--- config.mk ---
export PLATFORM = sky130hd
export DESIGN_NAME = if_id
export DESIGN_NICKNAME = d
export VERILOG_FILES = /design/src/rtl/if_id.sv
export SDC_FILE = /design/constraint.sdc
export NUM_CORES = 1
export LEC_CHECK = 0
export BUFFER_PORTS_ARGS = -buffer_cell sky130_fd_sc_hd__buf_2
export CAP_MARGIN = 10
export CORE_UTILIZATION = 49
export CTS_CLUSTER_SIZE = 25
export DETAILED_ROUTE_END_ITERATION = 7
export HOLD_SLACK_MARGIN = 0.15
export PLACE_DENSITY_LB_ADDON = 0.1
export REMOVE_ABC_BUFFERS = 1
export SYNTH_ARGS = -nofsm -noshare
export SYNTH_HDL_FRONTEND = slang
export SYNTH_SLANG_ARGS = --single-unit
--- constraint.sdc ---
create_clock -name clk -period 1.7 [get_ports clk]
set_clock_uncertainty 0.15 [all_clocks]
set_input_delay 0.255 -clock clk [delete_from_list [all_inputs] [get_ports clk]]
set_output_delay 0.255 -clock clk [all_outputs]
set_load 0.01 [all_outputs]
--- src/rtl/if_id.sv ---
// rtl/if_id.sv - two-entry fetch/decode instruction queue
`ifndef INST_ADDR_WIDTH
`define INST_ADDR_WIDTH 32
`endif
`ifndef INST_WIDTH
`define INST_WIDTH 32
`endif

module if_id #(
  parameter logic [`INST_WIDTH-1:0] NOP_INST = 32'h00000013
) (
  input  logic                        clk,
  input  logic                        rst,
  input  logic [`INST_ADDR_WIDTH-1:0] pc_i,
  input  logic [`INST_WIDTH-1:0]      inst_i,
  input  logic                        inst_valid_i,
  output logic                        ready_o,
  input  logic                        hold_i,
  input  logic                        flush_i,
  output logic [`INST_ADDR_WIDTH-1:0] pc_o,
  output logic [`INST_WIDTH-1:0]      inst_o,
  output logic                        valid_o
);

  logic [`INST_ADDR_WIDTH-1:0] slot_pc   [2];
  logic [`INST_WIDTH-1:0]      slot_inst [2];
  logic                        wptr;
  logic                        rptr;
  logic [1:0]                  count;
  logic                        enq;
  logic                        deq;

  // ready depends only on registered occupancy, so hold/flush never reach the pc stage combinationally
  assign ready_o = (count != 2'd2);
  assign valid_o = (count != 2'd0);

  // a full queue refuses new entries even if the head leaves this same edge
  assign enq = inst_valid_i & ready_o & ~flush_i;
  assign deq = valid_o & ~hold_i & ~flush_i;

  // head entry to decode; an empty queue presents a bubble
  always_comb begin
    pc_o   = '0;
    inst_o = NOP_INST;
    if (valid_o) begin
      pc_o   = slot_pc[rptr];
      inst_o = slot_inst[rptr];
    end
  end

  // pointer and occupancy bookkeeping; flush wins over hold and enqueue
  always_ff @(posedge clk or negedge rst) begin
    if (!rst) begin
      wptr  <= 1'b0;
      rptr  <= 1'b0;
      count <= 2'd0;
    end else if (flush_i) begin
      wptr  <= 1'b0;
      rptr  <= 1'b0;
      count <= 2'd0;
    end else begin
      if (enq) wptr <= ~wptr;
      if (deq) rptr <= ~rptr;
      case ({enq, deq})
        2'b10:   count <= count + 2'd1;
        2'b01:   count <= count - 2'd1;
        default: count <= count;
      endcase
    end
  end

  // entry storage, written at the write pointer on an accepted enqueue
  always_ff @(posedge clk or negedge rst) begin
    if (!rst) begin
      slot_pc[0]   <= '0;
      slot_pc[1]   <= '0;
      slot_inst[0] <= NOP_INST;
      slot_inst[1] <= NOP_INST;
    end else if (enq) begin
      slot_pc[wptr]   <= pc_i;
      slot_inst[wptr] <= inst_i;
    end
  end

endmodule
# Yosys cells after proc, flatten, opt, wreduce, memory -nomap -nowiden
# Cells that the tools add are included.
[totals] ff_bits=132 wordCells=48 output_inout_bits=66
[classes] n_mux=18 bitwise_logic=10 add_sub_neg=2 n_eq_ne=3 reduce_logical=5 order_cmp=3
[op_table] cell="$mux W32" count=9
[op_table] cell="$bwmux W64" count=2
[op_table] cell="$demux W32 S1" count=1
[op_table] cell="$reduce_bool A2 Y1" count=3
[op_table] cell="$and A1 B1 Y1" count=4
[op_table] cell="$ge A2 B2 Y1 const B" count=2
[op_table] cell="$mux W1" count=4
[op_table] cell="$not A1 Y1" count=4
[op_table] cell="$not A1 Y2" count=2
[op_table] cell="$pmux W2 S2" count=1
[op_table] cell="$reduce_bool A3 Y1" count=1
[op_table] cell="$add A2 B1 Y2 const B" count=1
[op_table] cell="$eq A2 B1 Y1 const B" count=1
[op_table] cell="$eq A2 B2 Y1 const B" count=1
[op_table] cell="$lt A2 B1 Y1 const B" count=1
[op_table] cell="$mux W2" count=1
[op_table] cell="$ne A2 B2 Y1 const B" count=1
[op_table] cell="$sub A2 B1 Y2 const B" count=1
[op_table] cell="$logic_and A1 B1 Y1" count=1

# Longest topological paths before layout
[logic_depth] depth_word=6 depth_mapped=6 mapped_depth_nobuf=4

# Worst setup path before layout
# Ideal clock, no wire load.
[synth_timing] path_kind="reg-to-reg" startpoint="reg count[0]" endpoint="reg slot_inst[34] in the netlist's numbering" synth_period_minus_slack_ps=1887 path_buffers=1 t_arrival_ps=1612 setup_time_ps=125 path_stages_with_launch=5 setup_slack_ps=-187 cell_sequence="dfrtp_1 and2b_4 nor4_4 buf_6 mux2_4"
[synth_between] elab_chain_len=3
[synth_lines] item="from (decl)" line="29" text="logic [1:0] count;"
[synth_lines] item="from (signal assigned)" line="65" text="2'b10: count <= count + 2'd1;"
[synth_lines] item="from (signal assigned)" line="66" text="2'b01: count <= count - 2'd1;"
[synth_lines] item="from (signal assigned)" line="67" text="default: count <= count;"
[synth_lines] item="$ne A2 B2 Y1" line="34" text="assign ready_o = (count != 2'd2);"
[synth_lines] item="$and A1 B1 Y1 (2 in a row)" line="38" text="assign enq = inst_valid_i & ready_o & ~flush_i;"
[synth_lines] item="to (signal, indexed assignment)" line="81" text="slot_inst[wptr] <= inst_i;"
[synth_lines] item="to (decl)" line="26" text="logic [`INST_WIDTH-1:0] slot_inst [2];"
# Every way passes these cells.
# A chain may end at the register's enable or synchronous reset.

# Final worst setup path
[layout_timing] startpoint="reg count[0]" endpoint="out inst_o[10]"
[layout_between] elab_chain_len=2
[layout_lines] item="$reduce_bool A2 Y1" line="35" text="assign valid_o = (count != 2'd0);"
[layout_lines] item="$mux W32" line="45" text="if (valid_o) begin"
[layout_lines] item="to (decl)" line="21" text="output logic [`INST_WIDTH-1:0] inst_o,"
# Every way passes these cells.

==> summary.md <==
| Metric | Value |
|---|---|
| Initial core utilization | `0.507` |
| GR Overflow Total | `0` |
| Synth area leaders | `dfrtp_1 (51%), mux2_4 (15%), mux2_2 (12%)` |
| Largest net degree at the start of global routing | `32` |
| Core box area | `12200 um^2` |
| Area Growth Syn to Fin | `54.2%` |
| # DRC | `0` |
| Worst Setup End Kind | `output port` |
| R2R depth | `8` |
| Nets | `772` |
| CP required | `1290 ps` |
| Synth cell count leaders | `dfrtp_1 (126), mux2_2 (68), mux2i_1 (64), nor2_1 (63), mux2_4 (60)` |
| YS warnings | `0` |
| Hold Fails Final Rpt | `0` |
| Total GRT Usage | `0.265` |
| Crit path launch | `count[0]` |
| Port Buf Inserts | `~130` |
| Post-synthesis cell count | `437` |
| Total number of vias | `4540` |
| Die Wd | `114 um` |
| H-tree depth | `4` |
| Crit Path Category | `flip-flop to output port` |
| Synth unique cells | `24` |
| CP max stage delay | `390 ps` |
| Arr. time, crit path | `~1600 ps` |
| Fillers | `747` |
| Failing checks | `negative setup slack` |
| Hold_sp | `inst_valid_i` |
| Fin. max-slew vios | `0` |
| Initial antenna violation count | `0` |
| Die span in y | `about 110 um` |
| Worst reg2reg setup slack | `-270 ps` |
| Max-Cap Viols | `0` |
| Worst-path clk slew | `60 ps` |
| DRT iter0 DRCs | `between 150 and 200` |
| Sequential cell area fraction in the yosys report | `0.537` |
| Top-count cell post-synth | `dfrtp_1` |
| FMAX | `489 MHz` |
| Hold path cells | `5` |
| Post-route core utilization | `0.782` |
| First-pass DRT Iterations | `4` |
| Inserted Diodes | `0` |
| Worst slack at placement | `-64.9 ps` |
| #FFs+latches synth | `132` |
| Max rail drop VDD | `0.000759 V` |
| Hold Crit Class | `input pin to flip-flop` |
| Final setup fails | `between 150 and 200` |
| Startpoint types | `flip-flop` |
| Later-pin clock latency in the skew report | `430 ps` |
| Layout cells sized above 1 | `0.557` |
| Rows | `40` |
| Drt via density | `between 5 and 6` |
| Final period utilization | `1.20` |
| Top_reg_cell synth | `dfrtp_1` |
| Min Hold Slack | `216 ps` |
| Reg2reg end | `slot_pc[50]` |
| FFs w/ async S/R, synth | `1.00` |
| Power per cell area | `approximately 1100 nW/um^2` |
| Relative slew slack | `0.675` |
| RSZ-0062 raised after global routing | `true` |
| First-pass GRT wire length | `25.8 mm` |
| Avg Inst Size Synth | `14.1 um^2` |
| Via count of the first global-routing pass | `4890` |
| Register area | `around 3300 um^2` |
| Hold Path End | `count[0]` |
| Clock root buffer master | `clkbuf_16` |
| Die ar. | `13000 um^2` |
| IO Count | `135` |
| Area occupied by multi-input gates | `between 2000 and 3000 um^2` |
| Sink Count | `132` |
| CTS Buf Count | `17` |
| Tmin final | `about 2000 ps` |
| Crit-path max FO | `16` |
| Run status | `finished, violations left` |
| Routed WL | `16.5 mm` |
| Yosys top cell by area | `dfrtp_1` |
| R2r startpoint | `count[1]` |
| P_leak | `between 0.004 and 0.005 uW` |
| Routability Congestion | `0.725` |
| Worst-case clock buffer depth | `2` |
| Power Total | `10800 uW` |
| Slowest CP cell | `dfrtp_1` |
| Remaining antenna violation count | `0` |
| EDFF count, synth | `0` |
| Share of the synthesized area in the top cell type | `0.511` |
| Post-Synthesis Cell Area | `6160 um^2` |
| Worst Tran Pin Value | `approximately 500 ps` |
| CP cell instances | `buf_6, nor2_4, buf_8, buf_12, nor2_1, buf_2` |
| CTS tree | `yes` |
| WL/cell | `18.7 um` |
| Dpl hpwl | `8.99 mm` |
| Post-route worst setup slack | `-343 ps` |
-- area by class of cell --
cell class,count,area share
flip-flops and latches,132,0.349
multi-input cells,276,0.300
repair buffers,273,0.265
clock buffers,23,0.0524
well taps,168,0.0221
clock inverters,9,0.0105
inverters,3,0.00197
-- how the worst max path moves through the flow --
stage                                to  slack, ps  cells after the start
final                        inst_o[10]       -340                      6
after global placement    slot_inst[27]        -20                      6
after global routing           pc_o[21]       -420                      4
after floorplan           slot_inst[32]      -2750                      3
after detailed placement    slot_pc[63]        -60                      5
after CTS                    inst_o[28]       -330                      4
-- cells in the final DEF (no fill, tap or decap), drive strengths merged --
cell type,Yosys,layout
or3,2,2
nand2,4,4
clkinvlp,0,2
bufinv,0,2
nand4b,1,1
inv,3,3
mux2,128,128
a31oi,1,1
clkinv,0,5
mux2i,64,64
clkbuf,7,26
a211o,1,1
nor2,63,63
nor4,1,1
dfstp,6,6
and2b,1,1
a21oi,3,3
and3b,1,1
o21ai,3,3
nand3,2,2
dlygate4sd3,0,69
dfrtp,126,126
buf,19,201
or2b,1,1
-- cell families (layout without fill, tap and decap cells) --
family	Yosys count	in the layout	synth area share
mux	192	192	0.374
flops	132	132	0.537
simple gates	76	76	0.0540
buf+inv	29	308	0.0274
compound gates	8	8	0.00731
-- metrics by stage --
| stage | std cells | setup TNS [ps] | area, um^2 |
|---|---|---|---|
| 4_1_cts | 880 | -42180 | 9360 |
| 5_1_grt | 884 | -50460 | 9510 |
| 3_5_place_dp | 745 | -2710 | 7340 |
| 2_1_floorplan | 411 | -389850 | 6010 |
| 6_report | 884 | -39330 | 9510 |
| 3_3_place_gp | 745 | -510 | 7340 |
-- worst max-delay path: cells and delay by family, from the launching register on --
kind / cells / cell delay, ps
buffers and inverters: 4 / 600
flip-flops: 1 / 390
AND/OR/NAND/NOR: 2 / 220
-- routing by layer --
layer	vias to the layer above	global-route usage	share of wire
met4	0	0.0926	0.015
met2	126	0.442	0.50
met5	-	0	0
met1	2326	0.332	0.43
li1	2064	-	-
met3	24	0.0731	0.050
-- sequential cells by signal (all words and copies together) (netlist names) --
name / flops
rptr: 1
slot_inst: 64
wptr: 1
slot_pc: 64
count: 2
-- where the power goes --
| group | switching [uW] | internal (uW) |
|---|---|---|
| combinational | 1030 | 1670 |
| clock | 1350 | 2340 |
| sequential | 456 | 3930 |
| total | 2830 | 7940 |
-- repair_timing --
action                                 CTS  global route
gates resized for setup                 53            52
cloned                                  14             4
endpoints found under the hold margin  264             0
hold buffers                            69             0
pin swaps                                7             3
buffers inserted                        22            12
setup endpoints to repair              187           194
No activity file was read; power rests on OpenSTA's default activity.
